[src/rtl/ai_move_gen.sv]
// AI move selector: snapshots the board on start, then scans for a winning cell,
// a blocking cell, and finally the first free cell in center/corner/edge order.
module ai_move_gen #(
  parameter logic [1:0] AI_MARK  = 2'b10,
  parameter logic [1:0] OPP_MARK = 2'b01,
  parameter bit         BLOCK_EN = 1'b1
) (
  input  logic        clk,
  input  logic        reset,
  input  logic        start,
  input  logic [17:0] registers,
  input  logic        move_ack,
  output logic        busy,
  output logic        move_valid,
  output logic        no_move,
  output logic [1:0]  xoro,
  output logic [1:0]  row,
  output logic [1:0]  col
);

  typedef enum logic [2:0] {IDLE, WIN, BLOCK, PREF, DONE} state_t;

  state_t      state, state_n;
  logic [3:0]  idx, idx_n;
  logic [17:0] snapshot, snapshot_n;
  logic        valid_n, no_move_n;
  logic [1:0]  xoro_n, row_n, col_n;
  logic [1:0]  mark;
  logic [3:0]  pref_idx;

  function automatic logic [1:0] cell_at(input logic [17:0] b, input int k);
    logic [4:0] base;
    base = 5'(2 * k);
    return b[base +: 2];
  endfunction

  function automatic logic [3:0] rc_of(input logic [3:0] k);
    case (k)
      4'd0:    return 4'b0000;
      4'd1:    return 4'b0001;
      4'd2:    return 4'b0010;
      4'd3:    return 4'b0100;
      4'd4:    return 4'b0101;
      4'd5:    return 4'b0110;
      4'd6:    return 4'b1000;
      4'd7:    return 4'b1001;
      default: return 4'b1010;
    endcase
  endfunction

  // Empty cell whose row, column or diagonal already holds two of mark m
  function automatic logic line_hit(input logic [17:0] b, input logic [3:0] k, input logic [1:0] m);
    logic [3:0] rc;
    int r, c;
    logic h;
    rc = rc_of(k);
    r  = int'(rc[3:2]);
    c  = int'(rc[1:0]);
    h  = (cell_at(b, 3*r + (c+1)%3) == m) && (cell_at(b, 3*r + (c+2)%3) == m);
    h |= (cell_at(b, 3*((r+1)%3) + c) == m) && (cell_at(b, 3*((r+2)%3) + c) == m);
    if (r == c)
      h |= (cell_at(b, 4*((r+1)%3)) == m) && (cell_at(b, 4*((r+2)%3)) == m);
    if (r + c == 2)
      h |= (cell_at(b, 2*((r+1)%3) + 2) == m) && (cell_at(b, 2*((r+2)%3) + 2) == m);
    return (cell_at(b, int'(k)) == 2'b00) && h;
  endfunction

  function automatic logic [3:0] pref_cell(input logic [3:0] p);
    case (p)
      4'd0:    return 4'd4;
      4'd1:    return 4'd0;
      4'd2:    return 4'd2;
      4'd3:    return 4'd6;
      4'd4:    return 4'd8;
      4'd5:    return 4'd1;
      4'd6:    return 4'd3;
      4'd7:    return 4'd5;
      default: return 4'd7;
    endcase
  endfunction

  assign busy     = (state != IDLE);
  assign mark     = (state == WIN) ? AI_MARK : OPP_MARK;
  assign pref_idx = pref_cell(idx);

  always_ff @(posedge clk or posedge reset) begin
    if (reset) begin
      state      <= IDLE;
      idx        <= 4'd0;
      snapshot   <= 18'd0;
      move_valid <= 1'b0;
      no_move    <= 1'b0;
      xoro       <= 2'b00;
      row        <= 2'b00;
      col        <= 2'b00;
    end else begin
      state      <= state_n;
      idx        <= idx_n;
      snapshot   <= snapshot_n;
      move_valid <= valid_n;
      no_move    <= no_move_n;
      xoro       <= xoro_n;
      row        <= row_n;
      col        <= col_n;
    end
  end

  // In PREF, idx counts positions in the preference order rather than cells
  always_comb begin
    state_n    = state;
    idx_n      = idx;
    snapshot_n = snapshot;
    valid_n    = move_valid;
    no_move_n  = no_move;
    xoro_n     = xoro;
    row_n      = row;
    col_n      = col;
    case (state)
      IDLE: begin
        if (start) begin
          snapshot_n = registers;
          state_n    = WIN;
          idx_n      = 4'd0;
        end
      end
      WIN, BLOCK: begin
        if (line_hit(snapshot, idx, mark)) begin
          state_n        = DONE;
          valid_n        = 1'b1;
          xoro_n         = AI_MARK;
          {row_n, col_n} = rc_of(idx);
        end else if (idx == 4'd8) begin
          idx_n   = 4'd0;
          state_n = (state == WIN && BLOCK_EN) ? BLOCK : PREF;
        end else begin
          idx_n = idx + 4'd1;
        end
      end
      PREF: begin
        if (cell_at(snapshot, int'(pref_idx)) == 2'b00) begin
          state_n        = DONE;
          idx_n          = pref_idx;
          valid_n        = 1'b1;
          xoro_n         = AI_MARK;
          {row_n, col_n} = rc_of(pref_idx);
        end else if (idx == 4'd8) begin
          state_n   = DONE;
          no_move_n = 1'b1;
        end else begin
          idx_n = idx + 4'd1;
        end
      end
      DONE: begin
        if (move_ack) begin
          state_n   = IDLE;
          idx_n     = 4'd0;
          valid_n   = 1'b0;
          no_move_n = 1'b0;
          xoro_n    = 2'b00;
          row_n     = 2'b00;
          col_n     = 2'b00;
        end
      end
      default: state_n = IDLE;
    endcase
  end

endmodule

[config.mk]
export PLATFORM = sky130hd
export DESIGN_NAME = ai_move_gen
export DESIGN_NICKNAME = d
export VERILOG_FILES = /design/src/rtl/ai_move_gen.sv
export SDC_FILE = /design/constraint.sdc
export NUM_CORES = 1
export LEC_CHECK = 0
export ABC_AREA = 1
export CORE_UTILIZATION = 50
export DETAILED_ROUTE_END_ITERATION = 8
export GPL_TIMING_DRIVEN = 0
export PLACE_DENSITY = 0.74
export SLEW_MARGIN = 20
export SYNTH_ARGS = -nofsm -noshare
export SYNTH_HDL_FRONTEND = slang
export SYNTH_SLANG_ARGS = --single-unit
[constraint.sdc]
create_clock -name clk -period 5.2 [get_ports clk]
set_input_delay 0.78 -clock clk [delete_from_list [all_inputs] [get_ports clk]]
set_output_delay 0.78 -clock clk [all_outputs]
set_load 0.005 [all_outputs]
==> run_results.csv <==
group,metric,value,unit
synth,yosysWarnings,0,
cells_and_area,syn2layout_area_growth,11.97,%
worst_setup_path,critPathKind,"flop to flop",
sta,whs,0.4969,ns
sta,period_minus_slack,4.422,ns
floorplan,fp-row-count,33,
clock_tree,clk_path_buf_depth,2,
synth,synth.distinct_cells,43,
worst_setup_path,crit_path_start,"idx[1]$_DFFE_PP0P_",
grt,grt_overflow,0,
min_path,hold_end,"no_move$_DFFE_PP0P_",
synth,syn_inst,697,
clock_tree,insertion_delay,0.28,ns
drt,first_iter_violations,262,
worst_setup_path,r2r_cells,28,
floorplan,chipHeight,94.26,um
sta,fin_tns_setup,0,ns
sta,finalHoldViolations,0,
drt,drt-total-wl,12770,um
sta,rsz0062_at_grt,"no",
sta,fin_crit_sh,85.04,%
drt,routed-via-count,4680,
min_path,holdPathStages,2,
clock_tree,hold_buffers,0,
min_path,worst_hold_path_type,"flop to flop",
drt,drc,0,
synth,synth-seq-area-share,18.23,%
worst_setup_path,critPathCaptureType,"flop",
drt,ant_nets,0,
sta,final-max-slew-violation-count,0,
drt,wl_met3,707,um
worst_setup_path,critPathBufInv,4,
worst_setup_path,reg2reg_slack,0.78,ns
run_status,status,"finished clean",
clock_tree,cts_sinks,31,
cells_and_area,fin_nets,798,
worst_setup_path,reg2reg_to,"state[2]$_DFFE_PP0P_",
drt,top_layer_used,"met4",
worst_setup_path,cp.required,5.42,ns
place,dpl.hpwl,9889,um
worst_setup_path,worst_path_max_delay_cell,"fa_1",
sta,slew_headroom,56.07,%
cells_and_area,drive_above_1_share,9.004,%
drt,dr_wl_met2,5932,um
worst_setup_path,arrival,4.64,ns
clock_tree,cts_resized,0,
run,cap_violations,0,
synth,yosys_register_bits,31,
worst_setup_path,crit_top_cell,"nand2_1",
clock_tree,clk_pin_slew,0.07,ns
clock_tree,cts_buffers,5,
floorplan,start_util,51.79,%
clock_tree,cts_max_level,2,
drt,drtPass1Iterations,7,
worst_setup_path,worst-path-stages,28,
synth,synth_fp_nets,762,
synth,netlist_area,4255,um^2
worst_setup_path,startpoint_type,"flop",
drt,wl_met1,5614,um
floorplan,die_w,94.26,um
grt,track_usage,29.98,%
place,gp_congestion,1.025,
clock_tree,clockRootBuffer,"clkbuf_8",
floorplan,core,8217,um^2
worst_setup_path,crit_fanout,7,
min_path,min-delay-start,"no_move$_DFFE_PP0P_",
worst_setup_path,max_stage_delay,0.63,ns
grt,grt_pass1_vias,4238,
place,io_buffers,29,
clock_tree,post_cts_buffers,0,
worst_setup_path,path_delay_family,"simple AND/OR/NAND/NOR gates",
grt,grt_pass1_wl,20420,um
drt,drt-vias-per-instance,5.585,
drt,routedWlPerCell,15.23,um
worst_setup_path,r2r-start,"idx[1]$_DFFE_PP0P_",
floorplan,io_pins,31,
floorplan,die-area,8884,um^2
sta,finalClockSkew,0.004687,ns
grt,antenna_found_initial,0,
clock_tree,cts_tree,"built",
sta,finalSetupViolations,0,
grt,grt_max_degree,32,
cells_and_area,antenna_cells,0,
synth,synth_area_per_cell,6.105,um^2
sta,timing.fmax,226.1,MHz
sta,tightestPinTransition,0.6579,ns
## cell usage in the layout (no fill, tap or decap), types with 5 or more instances in the layout
master / Yosys / routed
a21oi_1: 32 / 32
nand2_1: 220 / 220
nand3_2: 5 / 5
mux2_2: 8 / 8
o22ai_1: 8 / 8
inv_2: 6 / 7
dfrtp_1: 31 / 31
o21ai_1: 7 / 7
ha_1: 38 / 38
o21ai_0: 40 / 40
nor2_2: 5 / 5
clkbuf_8: 0 / 6
clkdlybuf4s50_1: 0 / 29
nand2_2: 14 / 14
nand3_1: 72 / 72
xor2_1: 5 / 5
nor2_1: 69 / 69
fa_1: 5 / 5
nand4_1: 11 / 11
inv_1: 78 / 77
## stage by stage
| stage | utilization, % | worst slack (ns) | std cells | instance area (um^2) |
|---|---|---|---|---|
| CTS | 57.99 | 0.8068 | 838 | 4765 |
| finish | 57.99 | 0.7781 | 838 | 4765 |
| detailed placement | 56.92 | 0.8190 | 831 | 4677 |
| floorplan | - | 1.572 | 697 | 4255 |
| global route | 57.99 | 0.3850 | 838 | 4765 |
| global placement | 56.92 | 0.9052 | 831 | 4677 |
## state kept, by name, indices dropped and copies added, names as in the netlist
register,count
col,2
idx,4
no_move,1
row,2
snapshot,18
state,3
xoro,1
## logic make-up (layout without fill, tap and decap cells)
group	count (synthesis)	count (layout)	share of synthesized area [%]
multiplexers	8	8	2.117
flip-flops	31	31	18.23
other	1	1	0.08812
adder cells (fa/ha/maj)	43	43	13.53
AO/OA/AOI/OAI	96	96	12.14
XOR/XNOR	7	7	1.441
buffers and inverters	98	134	9.615
AND/OR/NAND/NOR	413	413	42.84
## worst max-delay path by stage
stage                           end  slack [ns]
6_report       state[2]$_DFFE_PP0P_        0.78
5_1_grt          col[1]$_DFFE_PP0P_        0.38
4_1_cts          col[1]$_DFFE_PP0P_        0.81
3_5_place_dp     col[1]$_DFFE_PP0P_        0.82
3_3_place_gp     col[1]$_DFFE_PP0P_        0.91
2_1_floorplan    col[1]$_DFFE_PP0P_        1.57
## worst reg2reg max path, delay by kind of cell, from the launching register on
family / cells / cell delay [ns]
simple gates: 18 / 1.67
fa+ha+maj: 4 / 1.60
flops: 1 / 0.48
buf+inv: 4 / 0.43
compound gates: 2 / 0.21
## Yosys cell counts, drive strengths merged
master | count | share of area [%]
nand2 | 236 | 22
nand4 | 11 | 1.6
nor2 | 75 | 7.1
a21oi | 33 | 4.0
nor3 | 5 | 0.71
dfrtp | 31 | 18
o32ai | 1 | 0.21
o21a | 1 | 0.18
mux2 | 8 | 2.1
xnor2 | 2 | 0.41
clkbuf | 2 | 0.18
nand3b | 4 | 0.79
nand3 | 78 | 10
nor4 | 1 | 0.15
a211oi | 1 | 0.18
xor2 | 5 | 1.0
or2 | 3 | 0.44
fa | 5 | 2.4
clkinv | 1 | 0.088
a22oi | 1 | 0.18
conb | 1 | 0.088
o22ai | 8 | 1.2
buf | 10 | 1.8
o211ai | 3 | 0.53
inv | 85 | 7.6
o21ai | 48 | 5.7
ha | 38 | 11
## area by class of cell
| type | instances | area (um^2) |
|---|---|---|
| inverters | 86 | 325.3 |
| flip-flops and latches | 31 | 775.7 |
| clock buffers | 6 | 82.58 |
| multi-input cells | 568 | 3070 |
| fillers | 806 | 3452 |
| well taps | 105 | 131.4 |
| plain buffers | 12 | 83.83 |
| repair buffers | 29 | 290.3 |
| clock inverters | 1 | 5.005 |
## per-layer routing
metal  vias to the layer above  GRT usage (%)
li1                       2330              -
met1                      2127          38.96
met2                       178          50.30
met3                        45          2.589
met4                         0          13.08
met5                         -              0
Power is left out: the tool's default activity adds up to more than one toggle a clock period on the data nets, which glitch-free logic cannot reach.
